==> src/rtl/button_conditioner.sv <==
// Push-button conditioner: per channel synchroniser, debounce,
// press/release strobes and hold-to-auto-repeat.

module button_channel #(
  parameter int DEBOUNCE_CYCLES = 500000,
  parameter int REPEAT_EN       = 1,
  parameter int REPEAT_DELAY    = 25000000,
  parameter int REPEAT_PERIOD   = 5000000
) (
  input  logic clock,
  input  logic reset,
  input  logic butt,
  output logic pressed,
  output logic push,
  output logic release_pulse
);

  localparam int CW   = $clog2(DEBOUNCE_CYCLES + 1);
  localparam int TMAX = (REPEAT_DELAY > REPEAT_PERIOD)
                      ? REPEAT_DELAY : REPEAT_PERIOD;
  localparam int TW   = $clog2(TMAX + 1);

  localparam logic [CW-1:0] D_LAST  = CW'(DEBOUNCE_CYCLES - 1);
  localparam logic [TW-1:0] RD_LAST = TW'(REPEAT_DELAY - 1);
  localparam logic [TW-1:0] RP_LAST = TW'(REPEAT_PERIOD - 1);
  localparam bit            RPT_ON  = (REPEAT_EN != 0);

  typedef enum logic [1:0] {
    IDLE,
    HOLD,
    RPT
  } state_t;

  logic          s1;
  logic          s2;
  logic [CW-1:0] cnt;
  logic          differ;

  state_t        state;
  state_t        state_n;
  logic [TW-1:0] timer;
  logic [TW-1:0] timer_n;
  logic          push_n;
  logic          rel_n;

  // raw input is active-low, so it differs from the level when equal
  assign differ = (s2 == pressed);

  always_ff @(posedge clock or negedge reset) begin
    if (!reset) begin
      s1      <= 1'b1;
      s2      <= 1'b1;
      cnt     <= '0;
      pressed <= 1'b0;
    end else begin
      s1 <= butt;
      s2 <= s1;
      if (!differ) begin
        cnt <= '0;
      end else if (cnt == D_LAST) begin
        cnt     <= '0;
        pressed <= ~pressed;
      end else begin
        cnt <= cnt + CW'(1);
      end
    end
  end

  always_ff @(posedge clock or negedge reset) begin
    if (!reset) begin
      state         <= IDLE;
      timer         <= '0;
      push          <= 1'b0;
      release_pulse <= 1'b0;
    end else begin
      state         <= state_n;
      timer         <= timer_n;
      push          <= push_n;
      release_pulse <= rel_n;
    end
  end

  // a debounced release always takes priority over a repeat tick
  always_comb begin
    state_n = state;
    timer_n = timer;
    push_n  = 1'b0;
    rel_n   = 1'b0;
    unique case (state)
      IDLE: begin
        if (pressed) begin
          push_n  = 1'b1;
          timer_n = '0;
          state_n = HOLD;
        end
      end
      HOLD: begin
        if (!pressed) begin
          rel_n   = 1'b1;
          timer_n = '0;
          state_n = IDLE;
        end else if (RPT_ON && timer == RD_LAST) begin
          push_n  = 1'b1;
          timer_n = '0;
          state_n = RPT;
        end else if (timer != RD_LAST) begin
          timer_n = timer + TW'(1);
        end
      end
      RPT: begin
        if (!pressed) begin
          rel_n   = 1'b1;
          timer_n = '0;
          state_n = IDLE;
        end else if (timer == RP_LAST) begin
          push_n  = 1'b1;
          timer_n = '0;
        end else begin
          timer_n = timer + TW'(1);
        end
      end
      default: begin
        timer_n = '0;
        state_n = IDLE;
      end
    endcase
  end

endmodule

module button_conditioner #(
  parameter int N_BUTTONS       = 2,
  parameter int DEBOUNCE_CYCLES = 500000,
  parameter int REPEAT_EN       = 1,
  parameter int REPEAT_DELAY    = 25000000,
  parameter int REPEAT_PERIOD   = 5000000
) (
  input  logic                 clock,
  input  logic                 reset,
  input  logic [N_BUTTONS-1:0] butt,
  output logic [N_BUTTONS-1:0] pressed,
  output logic [N_BUTTONS-1:0] push,
  output logic [N_BUTTONS-1:0] release_pulse
);

  for (genvar i = 0; i < N_BUTTONS; i++) begin : g_ch
    button_channel #(
      .DEBOUNCE_CYCLES(DEBOUNCE_CYCLES),
      .REPEAT_EN      (REPEAT_EN),
      .REPEAT_DELAY   (REPEAT_DELAY),
      .REPEAT_PERIOD  (REPEAT_PERIOD)
    ) u_ch (
      .clock        (clock),
      .reset        (reset),
      .butt         (butt[i]),
      .pressed      (pressed[i]),
      .push         (push[i]),
      .release_pulse(release_pulse[i])
    );
  end

endmodule

==> config.mk <==
export PLATFORM = sky130hd
export DESIGN_NAME = button_conditioner
export DESIGN_NICKNAME = d
export VERILOG_FILES = /design/src/rtl/button_conditioner.sv
export SDC_FILE = /design/constraint.sdc
export NUM_CORES = 1
export LEC_CHECK = 0
export CAP_MARGIN = 20
export CORE_MARGIN = 3
export CORE_UTILIZATION = 40
export DETAILED_ROUTE_END_ITERATION = 10
export GPL_TIMING_DRIVEN = 0
export PLACE_DENSITY = 0.61
export SLEW_MARGIN = 20
export SYNTH_ARGS = -nofsm -noshare
export SYNTH_HDL_FRONTEND = slang
export SYNTH_SLANG_ARGS = --single-unit
==> constraint.sdc <==
create_clock -name clock -period 5.4 [get_ports clock]
set_clock_uncertainty 0.2 [all_clocks]
set_input_delay 0.54 -clock clock [delete_from_list [all_inputs] [get_ports clock]]
set_output_delay 0.54 -clock clock [all_outputs]
set_load 0.02 [all_outputs]
-- Word level (Yosys, flattened, before mapping)
Cells that the tools add are included.
- output and inout port bits: 6
- register bits after elaboration: 102
- input bits: 4
- word-level logic and storage cells: 98
- bitwise gates (word level): 2
- add/subtract/negate cells: 4
- mux-type cells: 44
- eq/ne operators: 22
- reduce and logical (&&, ||, !) cells: 10
- operators by type and width (operator ; count):
    25-bit two-way mux ; 12
    25-bit case mux with 3 select lines ; 2
    19-bit two-way mux ; 4
    25-bit by 1-bit adder with 25-bit output (second input constant) ; 2
    25-bit by 23-bit == test with 1-bit output (second input constant) ; 2
    25-bit == test (second input constant) ; 2
    25-bit inequality test (second input constant) ; 2
    19-bit by 1-bit adder with 19-bit output (second input constant) ; 2
    19-bit == test (second input constant) ; 2
    2-bit two-way mux ; 8
    1-bit two-way mux ; 14
    2-bit case mux with 3 select lines ; 2
    4-bit inequality test (second input constant) ; 2
    2-bit AND reduction ; 4
    3-bit inequality test (second input constant) ; 2
    1-bit case mux with 3 select lines ; 2
    3-bit AND reduction ; 2
    2-bit by 1-bit == test with 1-bit output (second input constant) ; 2
    2-bit == test (second input constant) ; 2
    2-bit logical NOT ; 2
    2-bit by 1-bit inequality test with 1-bit output (second input constant) ; 2
    2-bit inequality test (second input constant) ; 2
    2-bit OR reduction ; 2
    1-bit == test ; 2
    1-bit NOT ; 2

-- Depth between registers and ports, before layout
- depth after elaboration: 5
- depth in mapped cells: 8
- mapped depth without buffers: 6

-- By module
From an unflattened synthesis, not the netlist that was laid out.
- cells, all modules: 675
- area, all modules: 5975.7 um2
- by module, submodules not included (module ; instances ; cells an instance ; sequential area each (um2) ; area each (um2)):
    button_channel (g_ch[1].u_ch) ; 1 ; 343 ; 1278.7 ; 3014.1
    button_channel (g_ch[0].u_ch) ; 1 ; 332 ; 1278.7 ; 2961.6

-- Worst setup path after synthesis
Ideal clock, no wire load.
- path kind: reg2reg
- start: register g_ch[0].u_ch.timer[16]
- end: register g_ch[0].u_ch.timer[23]
- setup time: 0.131 ns
- path slack: 2.829 ns
- path buffers: 3
- stages on the path, launching flop included: 9
- period minus slack after synthesis: 2.571 ns
- data arrival time: 2.241 ns
- required time: 5.069 ns
- cells stage by stage: dfrtp_1 > buf_6 > or4_1 > or4_1 > o31a_1 > buf_6 > buf_6 > o2111ai_2 > nand3_1
- cells in the longest elaborated chain, start to end: 5
- elaborated cells on any way between the ends: 12
- classes of those cells: add/sub (1); eq/ne (4); mux (6); reduce/logical (1)
- ends and longest elaborated chain (item ; line ; source):
    start, declared ; 41 ; logic [TW-1:0] timer;
    start signal, assigned ; 77 ; timer <= timer_n;
    25-bit by 1-bit adder with 25-bit output ; 107, 119 ;
    25-bit two-way mux ; 106 ; end else if (timer != RD_LAST) begin
    25-bit two-way mux ; 102 ; end else if (RPT_ON && timer == RD_LAST) begin
    25-bit two-way mux ; 98 ; if (!pressed) begin
    25-bit case mux with 3 select lines ; 89 ; unique case (state)
Parallel ways exist; a longest one is shown, timed or not. The select of a mux whose other input is x is not followed.
A chain may end at the register's enable or synchronous reset.

-- Worst setup path in the final report
- start: register g_ch[1].u_ch.timer[7]
- end: register g_ch[1].u_ch.timer[24]
- cells in the longest elaborated chain, start to end: 5
- elaborated cells on any way between the ends: 12
- classes of those cells: add/sub (1); eq/ne (4); mux (6); reduce/logical (1)
- ends and longest elaborated chain (item ; line):
    start, declared ; 41
    start signal, assigned ; 77
    25-bit by 1-bit adder with 25-bit output ; 107, 119
    25-bit two-way mux ; 106
    25-bit two-way mux ; 102
    25-bit two-way mux ; 98
    25-bit case mux with 3 select lines ; 89
Parallel ways exist; a longest one is shown, timed or not. The select of a mux whose other input is x is not followed.

==> summary.md <==
| Metric | Value |
|---|---|
| Area Growth Syn to Fin | 11.2% |
| Seq/Total Area, Yosys | 42.0% |
| Worst setup margin | 2.32 ns |
| Psw | 0.324 mW |
| Pin count of the biggest net entering global routing | 65 |
| Clock transition at path regs | 0.07 ns |
| Core area | 0.0147 sq mm |
| TNS Setup | 0 ns |
| Final hold vios | 0 |
| Share of flip-flops with an asynchronous set or reset | 100% |
| Sw frac | 21.3% |
| # fillers | 1404 |
| 1st-pass router iterations | 5 |
| Vias in the first global route | 5011 |
| Post-CTS Setup Inserts | 0 |
| Largest area contributor in the netlist | dfrtp_1 |
| Yosys reg bits | 102 |
| Hold WS | 0.156 ns |
| Top_reg_cell synth | dfrtp_1 |
| Post-synth EDFFs | 0 |
| Die area | 0.0167 sq mm |
| First-pass GRT wire length | 24.0 mm |
| Logic pwr share | 2.2% |
| Drt initial violations | 446 |
| Startpoint types | register |
| Tot GR Track Use | 17.5% |
| Total Wirelength | 13.9 mm |
| Max Buffers Root-to-Sink | 2 |
| Yosys synthesis warning count | 0 |
| Crit path DAT | 3.08 ns |
| Max Slew Vio Count | 0 |
| Layout cell share with drive strength beyond 1 | 7.06% |
| CP max FO | 7 |
| HP Class | register to register |
| Die width | 129 um |
| # setup viols final | 0 |
| Distinct cells, synth | 55 |
| Tot Pwr | 1.52 mW |
| Element type at the critical path end | register |
| Fin crit share | 57.0% |
| Int Pwr | 1.20 mW |
| Register Area | 0.00256 sq mm |
| Routed len/inst | 15.3 um |
| Peak supply drop | 0.000148 V |
| Clock Sinks | 102 |
| Mean Syn Cell Area | 8.75 sq um |
| Setup WS pre-CTS | 2.42 ns |
| Diodes inserted | 0 |
| GP Congestion | 0.917 |
| TritonCTS buffer count | 9 |
| GR Overflow Total | 0 |
| Slew headroom | 36.1% |
| Port bufs | 9 |
| Via count | 5259 |
| Post-DRT Antenna Nets | 0 |
| Core Rows | 44 |
| Clock power share | 47.0% |
| CTS tree | built |
| Area fraction of the dominant cell type after synthesis | 40.3% |
| Vias per std cell | 5.80 |
| Synth Instances | 695 |
| Initial Util | 41.4% |
| Unrepaired setup endpoints after global routing | no |
| Drt drc | 0 |
| Fin cells | 906 |
| Initial antenna violation count | 0 |
| Layout Nets | 733 |
| Dpl cell area | 0.00643 sq mm |
| Max Clk Rate | 325 MHz |
| Status | completed |
| Power share of the sequential group | 50.8% |
| Worst skew pair latency | 0.35 ns |
| Synth top area cells | dfrtp_1 40%, nand2_1 7.4%, nor2_1 4.2%, o221ai_1 3.5%, xor2_1 3.3% |
| Final instance area | 0.00677 sq mm |
| Least-Margin Pin Slew | 0.952 ns |
| Setup CP Type | register to register |
| Placed cells | 889 |
| Detail Placement HPWL | 9.69 mm |
| Die H | 129 um |
| Top Ports | 10 |
| CTS H-tree lvls | 3 |
| Area occupied by multi-input gates | 0.00318 sq mm |
| Static leakage | 2.73 nW |
| Fin util | 46.1% |
| Synth Cell Area | 0.00608 sq mm |
| Post-synth net total | 711 |
| Max-cap violations | 0 |
| Period minus WS final | 3.08 ns |
| PwrDens | 225 mW/mm^2 |
| Clk root buf | clkbuf_16 |
| Critical Path RT | 5.40 ns |
==> final cells by class <==
type / count / share of cell area, %
Clock buffer: 11 / 3.59
Timing Repair Buffer: 11 / 1.90
Clock inverter: 5 / 1.22
Multi-Input combinational cell: 516 / 47.0
Sequential cell: 102 / 37.8
Buffer: 44 / 3.25
Inverter: 33 / 1.83
Tap cell: 184 / 3.40
==> timing repair <==
action	4_1_cts	5_1_grt
hold buffers	1	0
hold endpoints to repair	36	0
resized for setup	0	0
==> placed cells by master (no fill, tap or decap), types with 4 or more instances in the layout <==
master,instances
nand2_1,120
dfrtp_1,98
nor2_1,68
inv_1,33
clkbuf_1,30
nand3_1,28
o221ai_1,24
xor2_1,23
nand4_1,23
nor4_1,21
o211ai_1,19
nor3_1,17
and2_1,16
o2111ai_1,15
xnor2_1,13
or4_1,13
ha_1,12
o31a_1,9
clkbuf_16,9
or2_2,8
o21ai_0,8
clkdlybuf4s50_1,8
and3_1,7
and4_1,6
or3_1,6
nor2b_1,6
buf_4,6
buf_6,5
o21a_1,5
a31oi_1,5
o221ai_2,5
a22oi_1,4
dfstp_2,4
==> power by group through the flow <==
stage | clock (mW) | combinational, mW | sequential (mW)
after global placement | 0 | 0.0309 | 0.789
after CTS | 0.742 | 0.0351 | 0.774
after detailed placement | 0 | 0.0342 | 0.789
after floorplan | 0 | 0.0107 | 0.788
after global routing | 0.764 | 0.0390 | 0.775
final | 0.717 | 0.0329 | 0.774
==> layer usage <==
metal	share of wire [%]	GRT usage (%)
met2	47	28.2
met1	48	24.0
met4	1.2	4.88
met3	3.9	3.71
met5	0	0
==> worst paths after layout <==
path                                                 endpoint                               from  cells past startpoint  slack [ns]
min                                 g_ch[1].u_ch.s2$_DFF_PN1_          g_ch[1].u_ch.s1$_DFF_PN1_                      0        0.16
min in group asynchronous   g_ch[0].u_ch.timer[3]$_DFFE_PN0P_                              reset                      2        0.47
max                        g_ch[1].u_ch.timer[24]$_DFFE_PN0P_  g_ch[1].u_ch.timer[7]$_DFFE_PN0P_                      5        2.32
max in group asynchronous           g_ch[0].u_ch.s2$_DFF_PN1_                              reset                      3        3.86
min reg2reg                         g_ch[1].u_ch.s2$_DFF_PN1_          g_ch[1].u_ch.s1$_DFF_PN1_                      0        0.16
max reg2reg                g_ch[1].u_ch.timer[24]$_DFFE_PN0P_  g_ch[1].u_ch.timer[7]$_DFFE_PN0P_                      5        2.32
==> Yosys cell counts, drive strengths merged (3+ instances only) <==
cell and instances:
and4 6, xor2 23, or3 6, nand3 28, o211ai 20, or4 13
o221ai 29, o21a 5, o31a 9, nand4 23, buf 15, a22oi 4
o2111ai 17, o21ai 10, ha 12, and2 16, xnor2 13, inv 33
nor3b 3, nor4bb 3, nand2 120, a31oi 5, nor2b 6, nor2 68
clkbuf 29, nor3 17, and3 7, dfrtp 98, nor4 21, dfstp 4
or2 8
==> sequential cells by signal, indices dropped and copies added, names as in the netlist <==
signal and count:
g_ch.u_ch.cnt 38, g_ch.u_ch.pressed 2, g_ch.u_ch.push 2, g_ch.u_ch.release_pulse 2
g_ch.u_ch.s1 2, g_ch.u_ch.s2 2, g_ch.u_ch.state 4, g_ch.u_ch.timer 50
==> cell families after synthesis <==
| group | Yosys count | synth area share [%] |
|---|---|---|
| mux | 2 | 0.329 |
| compound gates | 110 | 15.1 |
| xor+xnor | 36 | 5.18 |
| flops | 102 | 42.0 |
| buf+inv | 77 | 5.65 |
| simple gates | 356 | 29.2 |
| fa+ha+maj | 12 | 2.47 |
==> worst max-delay path: stages, from the launching register on <==
cell and delay (ns):
dfrtp_1 0.46, nor4b_1 0.56, or4b_2 0.66, o21a_1 0.25
o21ai_1 0.61, o211ai_1 0.19
Power figures use the tool's default switching activity.
